`config.mk`:
```
export PLATFORM = sky130hd
export DESIGN_NAME = reg_bank_flat
export DESIGN_NICKNAME = d
export VERILOG_FILES = /design/src/rtl/reg_bank_pkg.sv /design/src/rtl/reg_bank_if.sv /design/src/rtl/reg_bank_scoreboard.sv /design/src/rtl/reg_bank.sv /design/src/flat_wrapper.sv
export SDC_FILE = /design/constraint.sdc
export NUM_CORES = 1
export LEC_CHECK = 0
export BUFFER_PORTS_ARGS = -buffer_cell sky130_fd_sc_hd__buf_2
export CORE_UTILIZATION = 55
export CTS_BUF_LIST = sky130_fd_sc_hd__clkbuf_4 sky130_fd_sc_hd__clkbuf_8 sky130_fd_sc_hd__clkbuf_16
export DETAILED_ROUTE_END_ITERATION = 7
export PLACE_DENSITY = 0.71
export SETUP_SLACK_MARGIN = 0.2
export SLEW_MARGIN = 0
export SYNTH_ARGS = -nofsm -noshare
export SYNTH_HDL_FRONTEND = slang
export SYNTH_SLANG_ARGS = --single-unit
```
`constraint.sdc`:
```
create_clock -name clk -period 8.4 [get_ports clk]
set_input_delay 0.84 -clock clk [delete_from_list [all_inputs] [get_ports clk]]
set_output_delay 0.84 -clock clk [all_outputs]
set_load 0.005 [all_outputs]
```
`src/rtl/reg_bank_pkg.sv`:
```
// Shared types and defaults for the register bank.
// Holds the init/run state enum and default geometry.
package reg_bank_pkg;

  localparam int WIDTH_DEF  = 32;
  localparam int ADDR_W_DEF = 5;
  localparam int NREAD_DEF  = 2;

  typedef enum logic [0:0] {
    ST_INIT = 1'b0,
    ST_RUN  = 1'b1
  } state_e;

endpackage

```
`src/rtl/reg_bank_if.sv`:
```
// Register bank bus: read ports, write port, scoreboard set, ready.
// master = decode/writeback side, slave = reg_bank.
interface reg_bank_if #(
  parameter int WIDTH  = 32,
  parameter int ADDR_W = 5,
  parameter int NREAD  = 2
);

  logic                    ready;
  logic                    re;
  logic [NREAD*ADDR_W-1:0] ra;
  logic [NREAD*WIDTH-1:0]  rd_data;
  logic [NREAD-1:0]        rd_busy;
  logic                    we;
  logic [ADDR_W-1:0]       wa;
  logic [WIDTH-1:0]        wd;
  logic                    sb_set;
  logic [ADDR_W-1:0]       sb_addr;

  modport master (
    input  ready, rd_data, rd_busy,
    output re, ra, we, wa, wd, sb_set, sb_addr
  );

  modport slave (
    output ready, rd_data, rd_busy,
    input  re, ra, we, wa, wd, sb_set, sb_addr
  );

endinterface

```
`src/rtl/reg_bank_scoreboard.sv`:
```
// Per-register busy bits: set on issue, cleared on writeback.
// Ports: clk, rst, en, set/clr requests, ra lookups -> busy_o.
module reg_bank_scoreboard
  import reg_bank_pkg::*;
#(
  parameter int ADDR_W   = ADDR_W_DEF,
  parameter int NREAD    = NREAD_DEF,
  parameter bit ZERO_REG = 1'b1
) (
  input  logic                    clk,
  input  logic                    rst,
  input  logic                    en,
  input  logic                    set_i,
  input  logic [ADDR_W-1:0]       set_addr_i,
  input  logic                    clr_i,
  input  logic [ADDR_W-1:0]       clr_addr_i,
  input  logic [NREAD*ADDR_W-1:0] ra_i,
  output logic [NREAD-1:0]        busy_o
);

  localparam int DEPTH = 1 << ADDR_W;

  logic [DEPTH-1:0] busy_q, busy_d;
  logic             set_ok;

  assign set_ok = set_i &&
    !(ZERO_REG && (set_addr_i == '0));

  // Set is applied after clear so it wins on a collision.
  always_comb begin
    busy_d = busy_q;
    if (en && clr_i)
      busy_d[clr_addr_i] = 1'b0;
    if (en && set_ok)
      busy_d[set_addr_i] = 1'b1;
  end

  always_ff @(posedge clk) begin
    if (rst) busy_q <= '0;
    else     busy_q <= busy_d;
  end

  always_comb begin
    busy_o = '0;
    for (int i = 0; i < NREAD; i++)
      busy_o[i] = en &
        busy_q[ra_i[i*ADDR_W +: ADDR_W]];
  end

endmodule

```
`src/rtl/reg_bank.sv`:
```
// Parametrised register bank with init sweep and busy scoreboard.
// Ports: clk, rst, bus (slave). Macro REG_BANK_BYPASS_EN = write-first.
module reg_bank
  import reg_bank_pkg::*;
#(
  parameter int WIDTH    = WIDTH_DEF,
  parameter int ADDR_W   = ADDR_W_DEF,
  parameter int NREAD    = NREAD_DEF,
  parameter bit ZERO_REG = 1'b1
) (
  input logic     clk,
  input logic     rst,
  reg_bank_if.slave bus
);

  localparam int DEPTH = 1 << ADDR_W;

  state_e                 state_q, state_d;
  logic [ADDR_W-1:0]      cnt_q, cnt_d;
  logic                   ready_q, ready_d;
  logic [NREAD*WIDTH-1:0] rd_data_q, rd_data_d;
  logic [WIDTH-1:0]       mem_q [DEPTH];

  logic                   mem_we;
  logic [ADDR_W-1:0]      mem_wa;
  logic [WIDTH-1:0]       mem_wd;
  logic                   zero_wa;
  logic                   run_we;

  assign zero_wa = ZERO_REG && (bus.wa == '0);
  assign run_we  = ready_q && bus.we && !zero_wa;

  // Init sweep owns the write port until RUN.
  always_comb begin
    state_d = state_q;
    cnt_d   = cnt_q;
    mem_we  = 1'b0;
    mem_wa  = bus.wa;
    mem_wd  = bus.wd;
    unique case (state_q)
      ST_INIT: begin
        mem_we = 1'b1;
        mem_wa = cnt_q;
        mem_wd = '0;
        cnt_d  = cnt_q + 1'b1;
        if (cnt_q == ADDR_W'(DEPTH - 1))
          state_d = ST_RUN;
      end
      ST_RUN: begin
        mem_we = run_we;
      end
    endcase
    ready_d = (state_q == ST_RUN);
  end

  always_comb begin
    rd_data_d = rd_data_q;
    if (ready_q && bus.re) begin
      for (int i = 0; i < NREAD; i++) begin
        if (ZERO_REG &&
            bus.ra[i*ADDR_W +: ADDR_W] == '0)
          rd_data_d[i*WIDTH +: WIDTH] = '0;
`ifdef REG_BANK_BYPASS_EN
        else if (run_we &&
                 bus.ra[i*ADDR_W +: ADDR_W] == bus.wa)
          rd_data_d[i*WIDTH +: WIDTH] = bus.wd;
`endif
        else
          rd_data_d[i*WIDTH +: WIDTH] =
            mem_q[bus.ra[i*ADDR_W +: ADDR_W]];
      end
    end
  end

  always_ff @(posedge clk) begin
    if (rst) begin
      state_q   <= ST_INIT;
      cnt_q     <= '0;
      ready_q   <= 1'b0;
      rd_data_q <= '0;
    end else begin
      state_q   <= state_d;
      cnt_q     <= cnt_d;
      ready_q   <= ready_d;
      rd_data_q <= rd_data_d;
    end
  end

  always_ff @(posedge clk) begin
    if (mem_we && !rst)
      mem_q[mem_wa] <= mem_wd;
  end

  reg_bank_scoreboard #(
    .ADDR_W   (ADDR_W),
    .NREAD    (NREAD),
    .ZERO_REG (ZERO_REG)
  ) u_sb (
    .clk        (clk),
    .rst        (rst),
    .en         (ready_q),
    .set_i      (bus.sb_set),
    .set_addr_i (bus.sb_addr),
    .clr_i      (bus.we),
    .clr_addr_i (bus.wa),
    .ra_i       (bus.ra),
    .busy_o     (bus.rd_busy)
  );

  assign bus.ready   = ready_q;
  assign bus.rd_data = rd_data_q;

endmodule

```
`src/flat_wrapper.sv`:
```
// flat-port wrapper written by rule: the top's interface ports become plain ports
module reg_bank_flat import reg_bank_pkg::*;
#(
  parameter int WIDTH    = WIDTH_DEF,
  parameter int ADDR_W   = ADDR_W_DEF,
  parameter int NREAD    = NREAD_DEF,
  parameter bit ZERO_REG = 1'b1
)
  (clk, rst, bus_ready, bus_rd_data, bus_rd_busy, bus_re, bus_ra, bus_we, bus_wa, bus_wd, bus_sb_set, bus_sb_addr);
  reg_bank_if #(.WIDTH(WIDTH), .ADDR_W(ADDR_W), .NREAD(NREAD)) bus_i ();
  input logic clk;
  input logic rst;
  output wire logic [$bits(bus_i.ready)-1:0] bus_ready;
  output wire logic [$bits(bus_i.rd_data)-1:0] bus_rd_data;
  output wire logic [$bits(bus_i.rd_busy)-1:0] bus_rd_busy;
  input wire logic [$bits(bus_i.re)-1:0] bus_re;
  input wire logic [$bits(bus_i.ra)-1:0] bus_ra;
  input wire logic [$bits(bus_i.we)-1:0] bus_we;
  input wire logic [$bits(bus_i.wa)-1:0] bus_wa;
  input wire logic [$bits(bus_i.wd)-1:0] bus_wd;
  input wire logic [$bits(bus_i.sb_set)-1:0] bus_sb_set;
  input wire logic [$bits(bus_i.sb_addr)-1:0] bus_sb_addr;
  assign bus_ready = bus_i.ready;
  assign bus_rd_data = bus_i.rd_data;
  assign bus_rd_busy = bus_i.rd_busy;
  assign bus_i.re = bus_re;
  assign bus_i.ra = bus_ra;
  assign bus_i.we = bus_we;
  assign bus_i.wa = bus_wa;
  assign bus_i.wd = bus_wd;
  assign bus_i.sb_set = bus_sb_set;
  assign bus_i.sb_addr = bus_sb_addr;
  reg_bank #(.WIDTH(WIDTH), .ADDR_W(ADDR_W), .NREAD(NREAD), .ZERO_REG(ZERO_REG)) u_core (.clk(clk), .rst(rst), .bus(bus_i));
endmodule
```
* Yosys cells after proc, flatten, opt, wreduce, memory -nomap -nowiden
Memory sizes are Yosys's and may differ from the RTL's. Index checks and enable logic that the tools add are counted. W data, S select, Z words.
Word-level totals: register bits after elaboration 103, RAM bits 1024, input port bits 57, output and inout bits 67, word-level logic and storage cells 54, memories kept 1
Cells by class: add/subtract/negate cells 1, $lt $le $gt $ge 6, equality and inequality tests 1, muxes and demuxes 19, bitwise gates (word level) 6, reduce and logical (&&, ||, !) cells 15
Memory list:
- u_core.mem_q | words 32, bits a word 32, read ports 2, clocked after Yosys merged registers in 0, wr ports 1, RTL line reg_bank.sv:22 | logic [WIDTH-1:0] mem_q [DEPTH];
Operators with widths (count):
- $mux W32 | 5
- $and A32 B32 Y32 | 1
- $not A32 Y32 | 1
- $or A32 B32 Y32 | 1
- $lt A5 B6 Y1 const B | 4
- $logic_not A5 Y1 | 4
- $bmux W1 S5 | 2
- $demux W1 S5 | 2
- $ge A5 B1 Y1 const B | 2
- $logic_and A1 B1 Y1 | 8
- $mux W1 | 8
- $add A5 B1 Y5 const B | 1
- $eq A5 B5 Y1 const B | 1
- $mux W5 | 1
- $logic_not A1 Y1 | 3
- $and A1 B1 Y1 | 2
- $pmux W1 S2 | 1
- $not A1 Y1 | 1

* Depth between registers and ports, before layout
depth in word-level cells 9, mapped depth 10

* Hierarchy
Synthesis repeated with hierarchy kept, for this count alone.
Second synthesis, totals: cells, all modules 2996, area, all modules 52751.8 µm²
By module, submodules not included:
- reg_bank | instances 1, cells each 2787, area an instance 50878.8 µm²
- reg_bank_scoreboard | instances 1, cells each 209, area an instance 1873.0 µm²

* Least setup slack after synthesis
Ideal clock, no wire load.
path type in2reg, start point input port bus_wa[2], end point memory u_core.mem_q[25][0], enable pin, library setup time 0.421 ns, data arrival time 3.161 ns, required time 7.979 ns, setup slack 4.818 ns, stages on the path 5, path buffers 1, path through clkbuf_1 a211o_1 a211oi_1 nand2_1 nor2_1
Between the ends: longest elaborated chain between the ends 7
RTL lines:
- start: declaration | RTL line flat_wrapper.sv:19 | input wire logic [$bits(bus_i.wa)-1:0] bus_wa;
- $logic_not A5 Y1 | RTL line reg_bank.sv:30 | assign zero_wa = ZERO_REG && (bus.wa == '0);
- $logic_not A1 Y1 | RTL line reg_bank.sv:31 | assign run_we = ready_q && bus.we && !zero_wa;
- $logic_and A1 B1 Y1 | RTL line reg_bank.sv:31
- $pmux W1 S2 | RTL line reg_bank.sv:40 | unique case (state_q)
- $logic_and A1 B1 Y1 | RTL line reg_bank.sv:90 | if (mem_we && !rst)
- $mux W1 | RTL line reg_bank.sv:90
- $mux W1 (implied by the code) | RTL line reg_bank.sv:91 | mem_q[mem_wa] <= mem_wd;
- end: declaration | RTL line reg_bank.sv:22
Several ways; a longest one is shown, not always the timed one.

* Final worst setup path
start point register u_core.ready_q, in the netlist u_core.bus.ready, end point memory u_core.mem_q[0][4], enable pin
Between the ends: longest elaborated chain between the ends 6
RTL lines:
- start: declaration | RTL line reg_bank.sv:20 | logic ready_q, ready_d;
- start signal: assignment | RTL line reg_bank.sv:84 | ready_q <= ready_d;
- $logic_and A1 B1 Y1 (2 in series) | RTL line reg_bank.sv:31
- $pmux W1 S2 | RTL line reg_bank.sv:40
- $logic_and A1 B1 Y1 | RTL line reg_bank.sv:90
- $mux W1 | RTL line reg_bank.sv:90
- $mux W1 (implied by the code) | RTL line reg_bank.sv:91
No other way between the ends.

==> impl_metrics.py <==
metrics = {
    "worst_setup_path": {
        "cp_data_required_time_ns": 8.73,
        "critPathMaxFanout": 17,
        "crit_buf_inv": 1,
        "crit_path_start_kind": "register",
        "crit_path_frequent_cell": "nand2_1",
        "crit_slowest_cell": "nor2_4",
        "cpPeakStageDelay_ns": 0.84,
        "critical_path_class": "register to register",
        "path_cells": "nand2_1 > a211o_1 > a211oi_1 > nand2_1 > nor2_4 > buf_4",
        "cp_top_family": "simple AND/OR/NAND/NOR gates",
        "cp.arrival_ns": 4.10,
        "setup.worst_path.end_class": "register",
    },
    "routing": {
        "vias": 35117,
        "via_per_inst": 7.44,
        "wire_per_inst_um": 36.5,
        "wl_mm": 172,
        "remaining_drc_errors": 0,
        "ant_nets": 0,
        "drtPass1Iterations": 6,
        "drt_iter0_markers": 5958,
    },
    "pwr": {
        "ir_drop_mv": 0.177,
        "p_total_mw": 12.1,
        "power.leakage_nw": 19.2,
        "cellPowerDensity_mw_per_mm2": 207,
    },
    "synth": {
        "ys.flop_type": "edfxtp_1",
        "synth_warnings": 0,
        "synthDistinctLibCells": 52,
        "syn_inst": 3298,
        "synth-seq-area-share": 0.621,
        "syn-num-nets": 3357,
        "synth.cell_area_mm2": 0.0528,
        "synth_edf_count": 1024,
        "avgSynthCellArea_um2": 16.0,
        "synth_seq_cells": 1127,
        "ys_async_sr_fraction": 0,
    },
    "final_layout": {
        "area_delta_synth_final_pct": 11.1,
        "num-nets-final": 3413,
        "final_cell_count_no_fill": 4720,
        "fillerInstances": 6824,
        "seq_area_mm2": 0.0328,
        "drive_gt1_frac": 0.245,
        "multi_input_area_mm2": 0.0191,
        "final_area_mm2": 0.0587,
    },
    "place": {
        "port_buffers": 123,
        "place_congestion": 0.902,
        "dpl-instance-area_mm2": 0.0548,
        "dpl_worst_slack_ns": 4.15,
        "place_inst": 4505,
        "hpwl_mm": 97.3,
    },
    "sta": {
        "slew_headroom": 0.0730,
        "fmax_mhz": 265,
        "hold_violations": 0,
        "fin_ws_ns": 4.63,
        "tightest_slew_ns": 1.38,
        "timing.final.crit_share": 0.449,
        "finalSetupViolCount": 0,
        "grt_setup_unrepaired": "false",
        "fin_crit_ns": 3.77,
        "finalClockSkew_ns": 0.0325,
        "tns_ns": 0,
        "slew_viol_final": 0,
    },
    "clocking": {
        "cts_tree": "built",
        "clk_latency_ns": 0.71,
        "clock-sinks": 1127,
        "hold_buffers": 0,
        "post_cts_buffers": 0,
        "root_buffer": "clkbuf_16",
        "h-tree-depth": 3,
        "path_clk_slew_ns": 0.06,
        "cts_made_buffers": 112,
        "clock_path_buffers": 3,
        "post_cts_resized": 0,
    },
    "run_status": {
        "outcome": "finished clean",
    },
    "run": {
        "max_cap_viol_count": 0,
    },
    "die": {
        "die_area_mm2": 0.0973,
        "num_rows": 113,
        "die_h_um": 312,
        "start_util": 0.556,
        "fp.dieW_um": 312,
        "ios": 124,
        "core-area_mm2": 0.0950,
    },
    "global_routing": {
        "grt_pass1_vias": 34465,
        "antenna_found_initial": 11,
        "grt_pass1_wl_mm": 244,
        "grtUsageTotal": 0.351,
        "grt.overflow.total": 0,
        "grt_max_degree": 122,
    },
    "worst_hold_path": {
        "hold_path.class": "register to register",
    },
}
## registers in the layout, summed over array words and instances (netlist names)
register and flops:
u_core.mem_q 1024, u_core.bus.ready 1, u_core.ready_d 1, u_core.cnt_q 5, u_core.u_sb.busy_q 32, u_core.bus.rd_data 64
## synth_stat cells, drive strengths merged (34+ instances only)
cell,n,share of area
mux2i,425,0.081
a21oi,143,0.014
clkbuf,133,0.0095
nor2b,49,0.0058
o21ai,103,0.0098
nor2,106,0.0076
edfxtp,1024,0.58
dfxtp,103,0.039
and2,34,0.0040
mux2,34,0.0072
buf,129,0.013
nand2,172,0.012
nor3,36,0.0034
o22ai,89,0.011
mux4,343,0.15
nand3,34,0.0032
a211oi,104,0.015
## power by group
group	total (mW)	switching [mW]	internal, mW
registers	6.08	0.0175	6.06
logic	0.852	0.528	0.324
clock network	5.18	2.19	2.99
total	12.1	2.73	9.38
## routing by layer
| metal | wire length, um | GRT usage | part of all wire | vias up |
|---|---|---|---|---|
| met5 | 32 | 0 | 0.00019 | - |
| met4 | 9030 | 0.166 | 0.052 | 4 |
| met3 | 23200 | 0.0848 | 0.13 | 546 |
| met2 | 79400 | 0.545 | 0.46 | 2943 |
| met1 | 60700 | 0.471 | 0.35 | 17968 |
| li1 | - | - | - | 13656 |
## cells by family (layout without fill, tap and decap cells)
family | count (synthesis) | count (layout) | share of synthesized area
other cells | 0 | 3 | 0
mux | 802 | 802 | 0.234
simple gates | 485 | 485 | 0.0431
fa+ha+maj | 2 | 2 | 0.000474
xor+xnor | 3 | 3 | 0.000498
compound gates | 613 | 613 | 0.0776
buf+inv | 266 | 420 | 0.0229
flops | 1127 | 1127 | 0.621
## worst paths after layout
check,endpoint,depth (start not counted),slack (ns),from
max,u_core.mem_q[0][4],6,4.63,u_core.bus.ready
min,u_core.u_sb.busy_q[0],1,0.50,u_core.u_sb.busy_q[0]
min reg2reg,u_core.u_sb.busy_q[0],1,0.50,u_core.u_sb.busy_q[0]
max reg2reg,u_core.mem_q[0][4],6,4.63,u_core.bus.ready
## cell type report
cell class	instances	share of cell area
Inverter	4	0.000256
Sequential cell	1127	0.559
Clock inverter	69	0.0123
Timing Repair Buffer	204	0.0224
Multi-Input combinational cell	1905	0.326
Antenna cell	3	0.000128
Clock buffer	143	0.0530
Tap cell	1265	0.0270
## placed cells by master (no fill, tap or decap), drive strengths merged, types with 29 or more instances in the layout
cell type / synthesis / routed
a2111oi: 31 / 31
a211oi: 104 / 104
a21oi: 143 / 143
a22o: 29 / 29
a22oi: 33 / 33
and2: 34 / 34
buf: 129 / 203
clkbuf: 133 / 144
clkinv: 0 / 46
dfxtp: 103 / 103
edfxtp: 1024 / 1024
mux2: 34 / 34
mux2i: 425 / 425
mux4: 343 / 343
nand2: 172 / 172
nand3: 34 / 34
nor2: 106 / 106
nor2b: 49 / 49
nor3: 36 / 36
nor4: 30 / 30
o21ai: 103 / 103
o22ai: 89 / 89
o2bb2ai: 32 / 32
## per-stage QoR
step / hold WS (ns) / util
after detailed placement: 0.491 / 0.577
after floorplan: 0.460 / -
after global routing: 0.512 / 0.617
after global placement: 0.474 / 0.577
final: 0.500 / 0.618
after CTS: 0.500 / 0.617
(Power assumes the default switching activity.)
